[src/rtl/interp_pkg.sv]
// Shared definitions for the interpolation solver slice.
// Holds the default RAM layout used by the interpolation engine and its
// loader, the default data/address widths and the loader FSM state type.
// No ports: this is a package imported by the loader.
package interp_pkg;

    localparam int DATA_WIDTH    = 64;
    localparam int ADDRESS_WIDTH = 13;
    localparam int VEC_LEN       = 2;

    // Default table layout: Z is the newest sample, N the previous one
    localparam int CURRENT_TIME_ADD = 0;
    localparam int TZ_ADD           = 1;
    localparam int TN_ADD           = 2;
    localparam int UN_ADD           = 3;
    localparam int UZ_ADD           = 5;
    localparam int UK_ADD           = 8;

    typedef enum logic [2:0] {
        LD_IDLE,
        LD_SHIFT_T,
        LD_SHIFT_U,
        LD_WR_T,
        LD_WAIT_U,
        LD_DONE
    } loader_state_e;

endpackage

[src/rtl/interp_table_loader.sv]
// Writer side of the interpolation sample table.
// Takes a handshaked stream of frames (one time word followed by VEC_LEN
// state words) and writes them into the shared solver RAM. Before a new
// sample is written, the current newest sample (TZ/UZ) is copied into the
// previous-sample slots (TN/UN). Table_Valid is raised once two complete
// frames are present.
// Ports:
//   CLK, RST                       clock, asynchronous active-high reset
//   Sample_Valid/Ready/Is_Time/Data input word stream
//   Loader_Hold                    blocks the start of a new frame
//   Loader_RAM_RD_Address/Data     combinational read port of the RAM
//   Loader_RAM_WR_Enable/Address/Data write port of the RAM
//   Frame_Done                     one-cycle pulse after a frame completes
//   Table_Valid                    two consecutive frames loaded
//   Protocol_Error/_Clear          sticky error flag and its clear
module interp_table_loader #(
    parameter int ADDRESS_WIDTH = interp_pkg::ADDRESS_WIDTH,
    parameter int DATA_WIDTH    = interp_pkg::DATA_WIDTH,
    parameter int VEC_LEN       = interp_pkg::VEC_LEN,
    parameter int TZ_ADD        = interp_pkg::TZ_ADD,
    parameter int TN_ADD        = interp_pkg::TN_ADD,
    parameter int UN_ADD        = interp_pkg::UN_ADD,
    parameter int UZ_ADD        = interp_pkg::UZ_ADD
) (
    input  logic                     CLK,
    input  logic                     RST,
    input  logic                     Sample_Valid,
    output logic                     Sample_Ready,
    input  logic                     Sample_Is_Time,
    input  logic [DATA_WIDTH-1:0]    Sample_Data,
    input  logic                     Loader_Hold,
    output logic [ADDRESS_WIDTH-1:0] Loader_RAM_RD_Address,
    input  logic [DATA_WIDTH-1:0]    Loader_RAM_RD_Data,
    output logic                     Loader_RAM_WR_Enable,
    output logic [ADDRESS_WIDTH-1:0] Loader_RAM_WR_Address,
    output logic [DATA_WIDTH-1:0]    Loader_RAM_WR_Data,
    output logic                     Frame_Done,
    output logic                     Table_Valid,
    output logic                     Protocol_Error,
    input  logic                     Protocol_Error_Clear
);
    import interp_pkg::*;

    loader_state_e            state_q;
    logic [DATA_WIDTH-1:0]    newT_q;
    logic [7:0]               idx_q;
    logic [1:0]               framesLoaded_q;
    logic                     protocolError_q;
    logic                     protocolError_d;
    logic                     frameDone_q;

    logic                     accept;
    logic                     isLastWord;
    logic                     timeNotNewer;
    logic                     errorSet;
    logic [ADDRESS_WIDTH-1:0] idxAddr;

    // Ready is forced low while reset is held so an in-flight word is not
    // taken by a loader that is being cleared.
    assign Sample_Ready = !RST && (((state_q == LD_IDLE) && !Loader_Hold) ||
                                    (state_q == LD_WAIT_U));
    assign accept       = Sample_Valid && Sample_Ready;
    assign isLastWord   = (idx_q == 8'(VEC_LEN - 1));
    assign timeNotNewer = (newT_q <= Loader_RAM_RD_Data);
    assign idxAddr      = ADDRESS_WIDTH'(idx_q);

    assign Frame_Done     = frameDone_q;
    assign Table_Valid    = (framesLoaded_q == 2'd2);
    assign Protocol_Error = protocolError_q;

    // Error sources: stray state word while idle, a time that does not move
    // forward past the stored newest sample, and a time word mid-frame.
    always_comb begin
        errorSet = 1'b0;
        case (state_q)
            LD_IDLE:    errorSet = accept && !Sample_Is_Time;
            LD_SHIFT_T: errorSet = timeNotNewer;
            LD_WAIT_U:  errorSet = accept && Sample_Is_Time;
            default:    errorSet = 1'b0;
        endcase
        // A new error has priority over a clear in the same cycle
        protocolError_d = errorSet || (protocolError_q && !Protocol_Error_Clear);
    end

    // RAM ports are decoded straight from the state so each copy step reads
    // the Z slot and writes the matching N slot in the same cycle.
    always_comb begin
        Loader_RAM_RD_Address = '0;
        Loader_RAM_WR_Enable  = 1'b0;
        Loader_RAM_WR_Address = '0;
        Loader_RAM_WR_Data    = '0;
        case (state_q)
            LD_SHIFT_T: begin
                Loader_RAM_RD_Address = ADDRESS_WIDTH'(TZ_ADD);
                Loader_RAM_WR_Enable  = !timeNotNewer;
                Loader_RAM_WR_Address = ADDRESS_WIDTH'(TN_ADD);
                Loader_RAM_WR_Data    = Loader_RAM_RD_Data;
            end
            LD_SHIFT_U: begin
                Loader_RAM_RD_Address = ADDRESS_WIDTH'(UZ_ADD) + idxAddr;
                Loader_RAM_WR_Enable  = 1'b1;
                Loader_RAM_WR_Address = ADDRESS_WIDTH'(UN_ADD) + idxAddr;
                Loader_RAM_WR_Data    = Loader_RAM_RD_Data;
            end
            LD_WR_T: begin
                Loader_RAM_WR_Enable  = 1'b1;
                Loader_RAM_WR_Address = ADDRESS_WIDTH'(TZ_ADD);
                Loader_RAM_WR_Data    = newT_q;
            end
            LD_WAIT_U: begin
                Loader_RAM_WR_Enable  = accept && !Sample_Is_Time;
                Loader_RAM_WR_Address = ADDRESS_WIDTH'(UZ_ADD) + idxAddr;
                Loader_RAM_WR_Data    = Sample_Data;
            end
            default: begin
            end
        endcase
    end

    // Frame sequencing. The shift steps are skipped for the very first frame
    // (and after an abort) because there is no valid newest sample to age.
    always_ff @(posedge CLK or posedge RST) begin
        if (RST) begin
            state_q         <= LD_IDLE;
            newT_q          <= '0;
            idx_q           <= '0;
            framesLoaded_q  <= '0;
            protocolError_q <= 1'b0;
            frameDone_q     <= 1'b0;
        end else begin
            protocolError_q <= protocolError_d;
            frameDone_q     <= 1'b0;
            case (state_q)
                LD_IDLE: begin
                    if (accept && Sample_Is_Time) begin
                        newT_q  <= Sample_Data;
                        idx_q   <= '0;
                        state_q <= (framesLoaded_q != 2'd0) ? LD_SHIFT_T : LD_WR_T;
                    end
                end
                LD_SHIFT_T: begin
                    idx_q   <= '0;
                    state_q <= timeNotNewer ? LD_IDLE : LD_SHIFT_U;
                end
                LD_SHIFT_U: begin
                    if (isLastWord) begin
                        idx_q   <= '0;
                        state_q <= LD_WR_T;
                    end else begin
                        idx_q <= idx_q + 8'd1;
                    end
                end
                LD_WR_T: begin
                    idx_q   <= '0;
                    state_q <= LD_WAIT_U;
                end
                LD_WAIT_U: begin
                    if (accept) begin
                        if (Sample_Is_Time) begin
                            framesLoaded_q <= '0;
                            newT_q         <= Sample_Data;
                            state_q        <= LD_WR_T;
                        end else if (isLastWord) begin
                            state_q <= LD_DONE;
                        end else begin
                            idx_q <= idx_q + 8'd1;
                        end
                    end
                end
                LD_DONE: begin
                    frameDone_q    <= 1'b1;
                    framesLoaded_q <= (framesLoaded_q == 2'd2) ? 2'd2 : framesLoaded_q + 2'd1;
                    state_q        <= LD_IDLE;
                end
                default: state_q <= LD_IDLE;
            endcase
        end
    end

endmodule
[config.mk]
export PLATFORM = sky130hd
export DESIGN_NAME = interp_table_loader
export DESIGN_NICKNAME = d
export VERILOG_FILES = /design/src/rtl/interp_pkg.sv /design/src/rtl/interp_table_loader.sv
export SDC_FILE = /design/constraint.sdc
export NUM_CORES = 1
export LEC_CHECK = 0
export CAP_MARGIN = 0
export CORE_AREA = 2 2 135 137
export CTS_BUF_LIST = sky130_fd_sc_hd__clkbuf_4
export DETAILED_ROUTE_END_ITERATION = 8
export DIE_AREA = 0 0 137 139
export PLACE_DENSITY = 0.73
export SLEW_MARGIN = 10
export SYNTH_ARGS = -nofsm -noshare
export SYNTH_HDL_FRONTEND = slang
export SYNTH_SLANG_ARGS = --single-unit
[constraint.sdc]
create_clock -name CLK -period 2.52 [get_ports CLK]
set_input_delay 0.504 -clock CLK [delete_from_list [all_inputs] [get_ports CLK]]
set_output_delay 0.504 -clock CLK [all_outputs]
set_load 0.005 [all_outputs]
Yosys cells after proc, flatten, opt, wreduce, memory -nomap -nowiden
Cells that the tools add are included.
Operators by class
  add/subtract/negate cells: 4
  magnitude comparators: 1
  eq/ne operators: 14
  mux-type cells: 28
  reductions and logical operators: 25
Operators by type and width (number)
  2-to-1 mux 64 bit: 3
  case mux 64 bit (3 select lines): 1
  case mux 64 bit (2 select lines): 1
  <= comparator 64 bit: 1
  2-to-1 mux 8 bit: 5
  case mux 9 bit (4 select lines): 1
  case mux 8 bit (4 select lines): 1
  case mux 9 bit (2 select lines): 1
  2-to-1 mux 3 bit: 5
  case mux 3 bit (5 select lines): 1
  2-to-1 mux 2 bit: 5
  inequality test 2 bit (second input constant): 5
  adder 2 x 8 -> 9 bit (first input constant): 1
  adder 3 x 8 -> 9 bit (first input constant): 1
  adder 8 x 1 -> 8 bit (second input constant): 1
  == test 8 x 1 -> 1 bit (second input constant): 1
  AND reduction 4 bit: 2
  == test 3 x 2 -> 1 bit (second input constant): 2
  == test 3 bit (second input constant): 2
  logical AND 1 bit: 6
  case mux 1 bit (3 select lines): 2
  nonzero test 2 bit: 3
  OR reduction 2 bit: 3
  logical NOT 1 bit: 5
  12 further kinds: 13
Word-level totals
  register bits after elaboration: 79
  output and inout port bits: 95

Longest topological paths before layout
  depth in word-level cells: 8
  mapped depth: 9
  mapped depth without buffers: 9

Worst setup path before layout
OpenSTA, ideal clock, no wires.
  kind: in2out
  from: input port Loader_RAM_RD_Data[25]
  to: output port Loader_RAM_WR_Enable
  arrival: 1.941 ns
  slack: 0.075 ns
  stages on the path: 9
  buffers on the path: 0
  path through: inv_1 ha_1 a21oi_1 nor3_1 o311ai_0 nand4_1 a311oi_1 nand2_1 a21o_1
On the way
  word-level cells in the longest chain between the ends: 3
Ends and longest elaborated chain
  from (decl): line interp_table_loader.sv:33  | input logic [DATA_WIDTH-1:0] Loader_RAM_RD_Data,
  <= comparator 64 bit: line interp_table_loader.sv:64  | assign timeNotNewer = (newT_q <= Loader_RAM_RD_Data);
  logical NOT 1 bit: line interp_table_loader.sv:95  | Loader_RAM_WR_Enable = !timeNotNewer;
  case mux 1 bit (3 select lines): line interp_table_loader.sv:92  | case (state_q)
  to (decl): line interp_table_loader.sv:34  | output logic Loader_RAM_WR_Enable,
Every way passes these cells.

Worst setup path after layout
  from: input port Loader_RAM_RD_Data[7]
  to: output port Loader_RAM_WR_Enable
Same word-level chain as after synthesis.

==> flow_summary.toml <==
[run_status]
status = "complete, but fails checks"
violations = "setup timing"

[routing]
first_iter_violations = 444
firstDrtPassIters = 5
viasPerCell = 5.56
drc = 0
via_count = 8217
routed_wl_mm = 28.1
ant_nets = 0
avgRoutedWirePerCell_um = 19.0

[sta]
rsz0062_at_grt = "true"
worst_pin_slew_ns = 0.617
timing.fmax_mhz = 323
min_period_ns = 3.10
fin_worst_skew_ns = 0.0246
fin_ws_ns = -0.576
hold_viol_final = 0
finalCritPeriodShare = 1.23
setup_viol = 45
drv_slew = 0
max-slew-margin-rel = 0.589
hold-worst-slack_ns = 0.551

[finish]
final_net_count = 1444
drive_gt1_frac = 0.454
layout_commonest_cell = "buf_4"
final_cells = 1478
fillCellCount = 1314
areaGrowthSynthToFinish_pct = 76.0
final_cell_mix = "buf_4, nand2_1, clkdlybuf4s50_1"

[clock_network]
h-tree-depth = 3
cts-hold-fix-buffers = 0
clkTransAtPathRegs_ns = 0.12
clkLatencyLatePin_ns = 0.47
tritoncts = "done"
cts_root_buf = "clkbuf_4"
clkSinkCount = 79
max-clock-path-buffers = 2
cts_buffers = 9

[die]
die_width_um = 137
row_count = 49
start_util = 0.392
fp.dieH_um = 139
die_area_um2 = 19000
coreArea_um2 = 17700
io-pin-count = 229

[worst_setup_path]
ff2ff_setup_slack_ns = 0.21
reg2reg_from = "newT_q[29]"
required_ns = 2.02
worst_setup_path_start_kind = "primary input"
end_kind = "primary output"
arrival_ns = 2.59
r2r_cells = 10
r2r_end = "state_q[1]"
cp_max_fo = 2
critPathKind = "primary input to primary output"

[placement]
dp_cells = 1381
port_buffers = 220
dpl.hpwl_mm = 17.2
routabilityCongestion = 0.833
dp_worst_setup_slack_ns = -1.27

[worst_hold_path]
min_path_cells = 1
hp-class = "register to register"
worstHoldStart = "newT_q[0]"
holdPathEnd = "newT_q[0]"

[synthesis]
syn_inst = 866
avgSynthCellArea_um2 = 7.99
synth_ff_type = "dfrtp_1"
yosys.area.top_type_share = 0.286
synthesis.area_um2 = 6920
synthTopCellsByArea = "dfrtp_1, ha_1, o21ai_0"
synth_cell_types = 52
seq_area_frac_synth = 0.286
synth_seq_cells = 79
synth_edf_count = 0
ys_warn_count = 0
yosysTopAreaCell = "dfrtp_1"
synthArstFlopShare = 1.00

[global_route]
grt_pass1_vias = 8124
grt_pass1_wl_mm = 41.8
grtUsageTotal = 0.277
gr-usage-met1 = 0.344
grt_use_met2 = 0.478
grt_max_degree = 49
use_met3 = 0.0493
antenna_found_initial = 4
grt-busiest-layer = "met2"
grt-ovfl-total = 0

[power]
leakage_nw = 5.38
irDropWorstVdd_mv = 0.410
powerDensity_nw_per_um2 = 813

[flow_run]
drv_cap = 0
## power breakdown
group	leakage [nW]	internal, mW	total, mW	switching, mW
logic	4.37	3.70	6.78	3.08
registers	0.946	1.82	2.34	0.517
clock network	0.0674	0.301	0.780	0.479
total	5.38	5.82	9.90	4.08
## how the worst max path moves through the flow
stage	from	to	slack [ns]	cells past startpoint
2_1_floorplan	Loader_RAM_RD_Data[25]	Loader_RAM_WR_Enable	0.07	9
3_3_place_gp	Loader_RAM_RD_Data[58]	Loader_RAM_WR_Enable	-1.25	12
3_5_place_dp	Loader_RAM_RD_Data[61]	Loader_RAM_WR_Enable	-1.27	12
4_1_cts	newT_q[28]	Loader_RAM_WR_Enable	-0.56	10
5_1_grt	Loader_RAM_RD_Data[13]	Loader_RAM_WR_Enable	-0.69	12
6_report	Loader_RAM_RD_Data[7]	Loader_RAM_WR_Enable	-0.58	12
## repair_timing
action	4_1_cts	5_1_grt
resized for setup	609	165
setup buffers	61	16
endpoints found under the setup margin	85	83
pin swaps	90	106
cloned	10	6
## stage by stage
step / power [mW] / utilization / setup TNS [ns] / instance area [um^2]
2_1_floorplan: 4.61 / - / 0 / 6950
3_3_place_gp: 7.23 / 0.578 / -2.73 / 10200
3_5_place_dp: 7.37 / 0.578 / -2.99 / 10200
4_1_cts: 9.30 / 0.659 / -7.42 / 11600
5_1_grt: 10.6 / 0.689 / -7.66 / 12200
6_report: 9.90 / 0.690 / -2.38 / 12200
## final cells by class
cell class	instances	area [um^2]	area share
well taps	229	287	0.0235
clock buffers	10	75.1	0.00617
clock inverters	5	50.0	0.00411
repair buffers	419	3930	0.323
flip-flops and latches	79	1990	0.163
inverters	77	298	0.0245
diodes	5	12.5	0.00103
multi-input cells	654	5540	0.455
## state kept, by name (all words and copies together), names as in the netlist
register	cells
Protocol_Error	1
idx_q	8
Frame_Done	1
newT_q	64
state_q	3
framesLoaded_q	2
## kinds of logic after synthesis
family / after synthesis / share of synthesized area
multiplexers: 66 / 0.107
buffers and inverters: 140 / 0.0841
other: 1 / 0.000542
AO/OA/AOI/OAI: 271 / 0.237
AND/OR/NAND/NOR: 230 / 0.148
flip-flops: 79 / 0.286
adder cells (fa/ha/maj): 70 / 0.127
XOR/XNOR: 9 / 0.0114
## layer usage
layer,part of all wire,vias to the layer above
met2,0.49,381
met3,0.073,85
li1,-,3838
met1,0.40,3911
met4,0.033,2
met5,0.00050,-
## synthesized netlist by cell type, types with 2 or more instances
| cell type | number |
|---|---|
| o22ai_1 | 2 |
| nand3_1 | 8 |
| mux2_2 | 56 |
| nor4_1 | 3 |
| buf_4 | 10 |
| buf_1 | 6 |
| ha_1 | 70 |
| clkbuf_1 | 32 |
| nor4b_4 | 2 |
| nand2_1 | 139 |
| inv_2 | 2 |
| xnor2_1 | 3 |
| a21oi_1 | 34 |
| a22o_1 | 3 |
| a221oi_1 | 4 |
| nor2_1 | 37 |
| xor2_1 | 6 |
| nand2b_1 | 3 |
| and3_1 | 2 |
| a21o_1 | 4 |
| o21ai_0 | 131 |
| nor3_1 | 8 |
| mux2_1 | 10 |
| a211oi_1 | 2 |
| nand4_1 | 17 |
| a31oi_1 | 7 |
| nor2b_1 | 5 |
| dfrtp_1 | 79 |
| buf_2 | 15 |
| o31ai_1 | 4 |
| inv_1 | 75 |
| o21a_1 | 2 |
| a22oi_1 | 66 |
## critical path, stage by stage
cell and delay (ns):
clkdlybuf4s50_1 0.50, inv_1 0.05, ha_1 0.30, nand2_1 0.09, nor2_2 0.15, nand2_1 0.09, nor3_2 0.15, buf_4 0.13
nand3_1 0.10, and3_1 0.20, a21o_1 0.18, buf_2 0.14
Note: power is estimated with default switching activity, not from simulation.
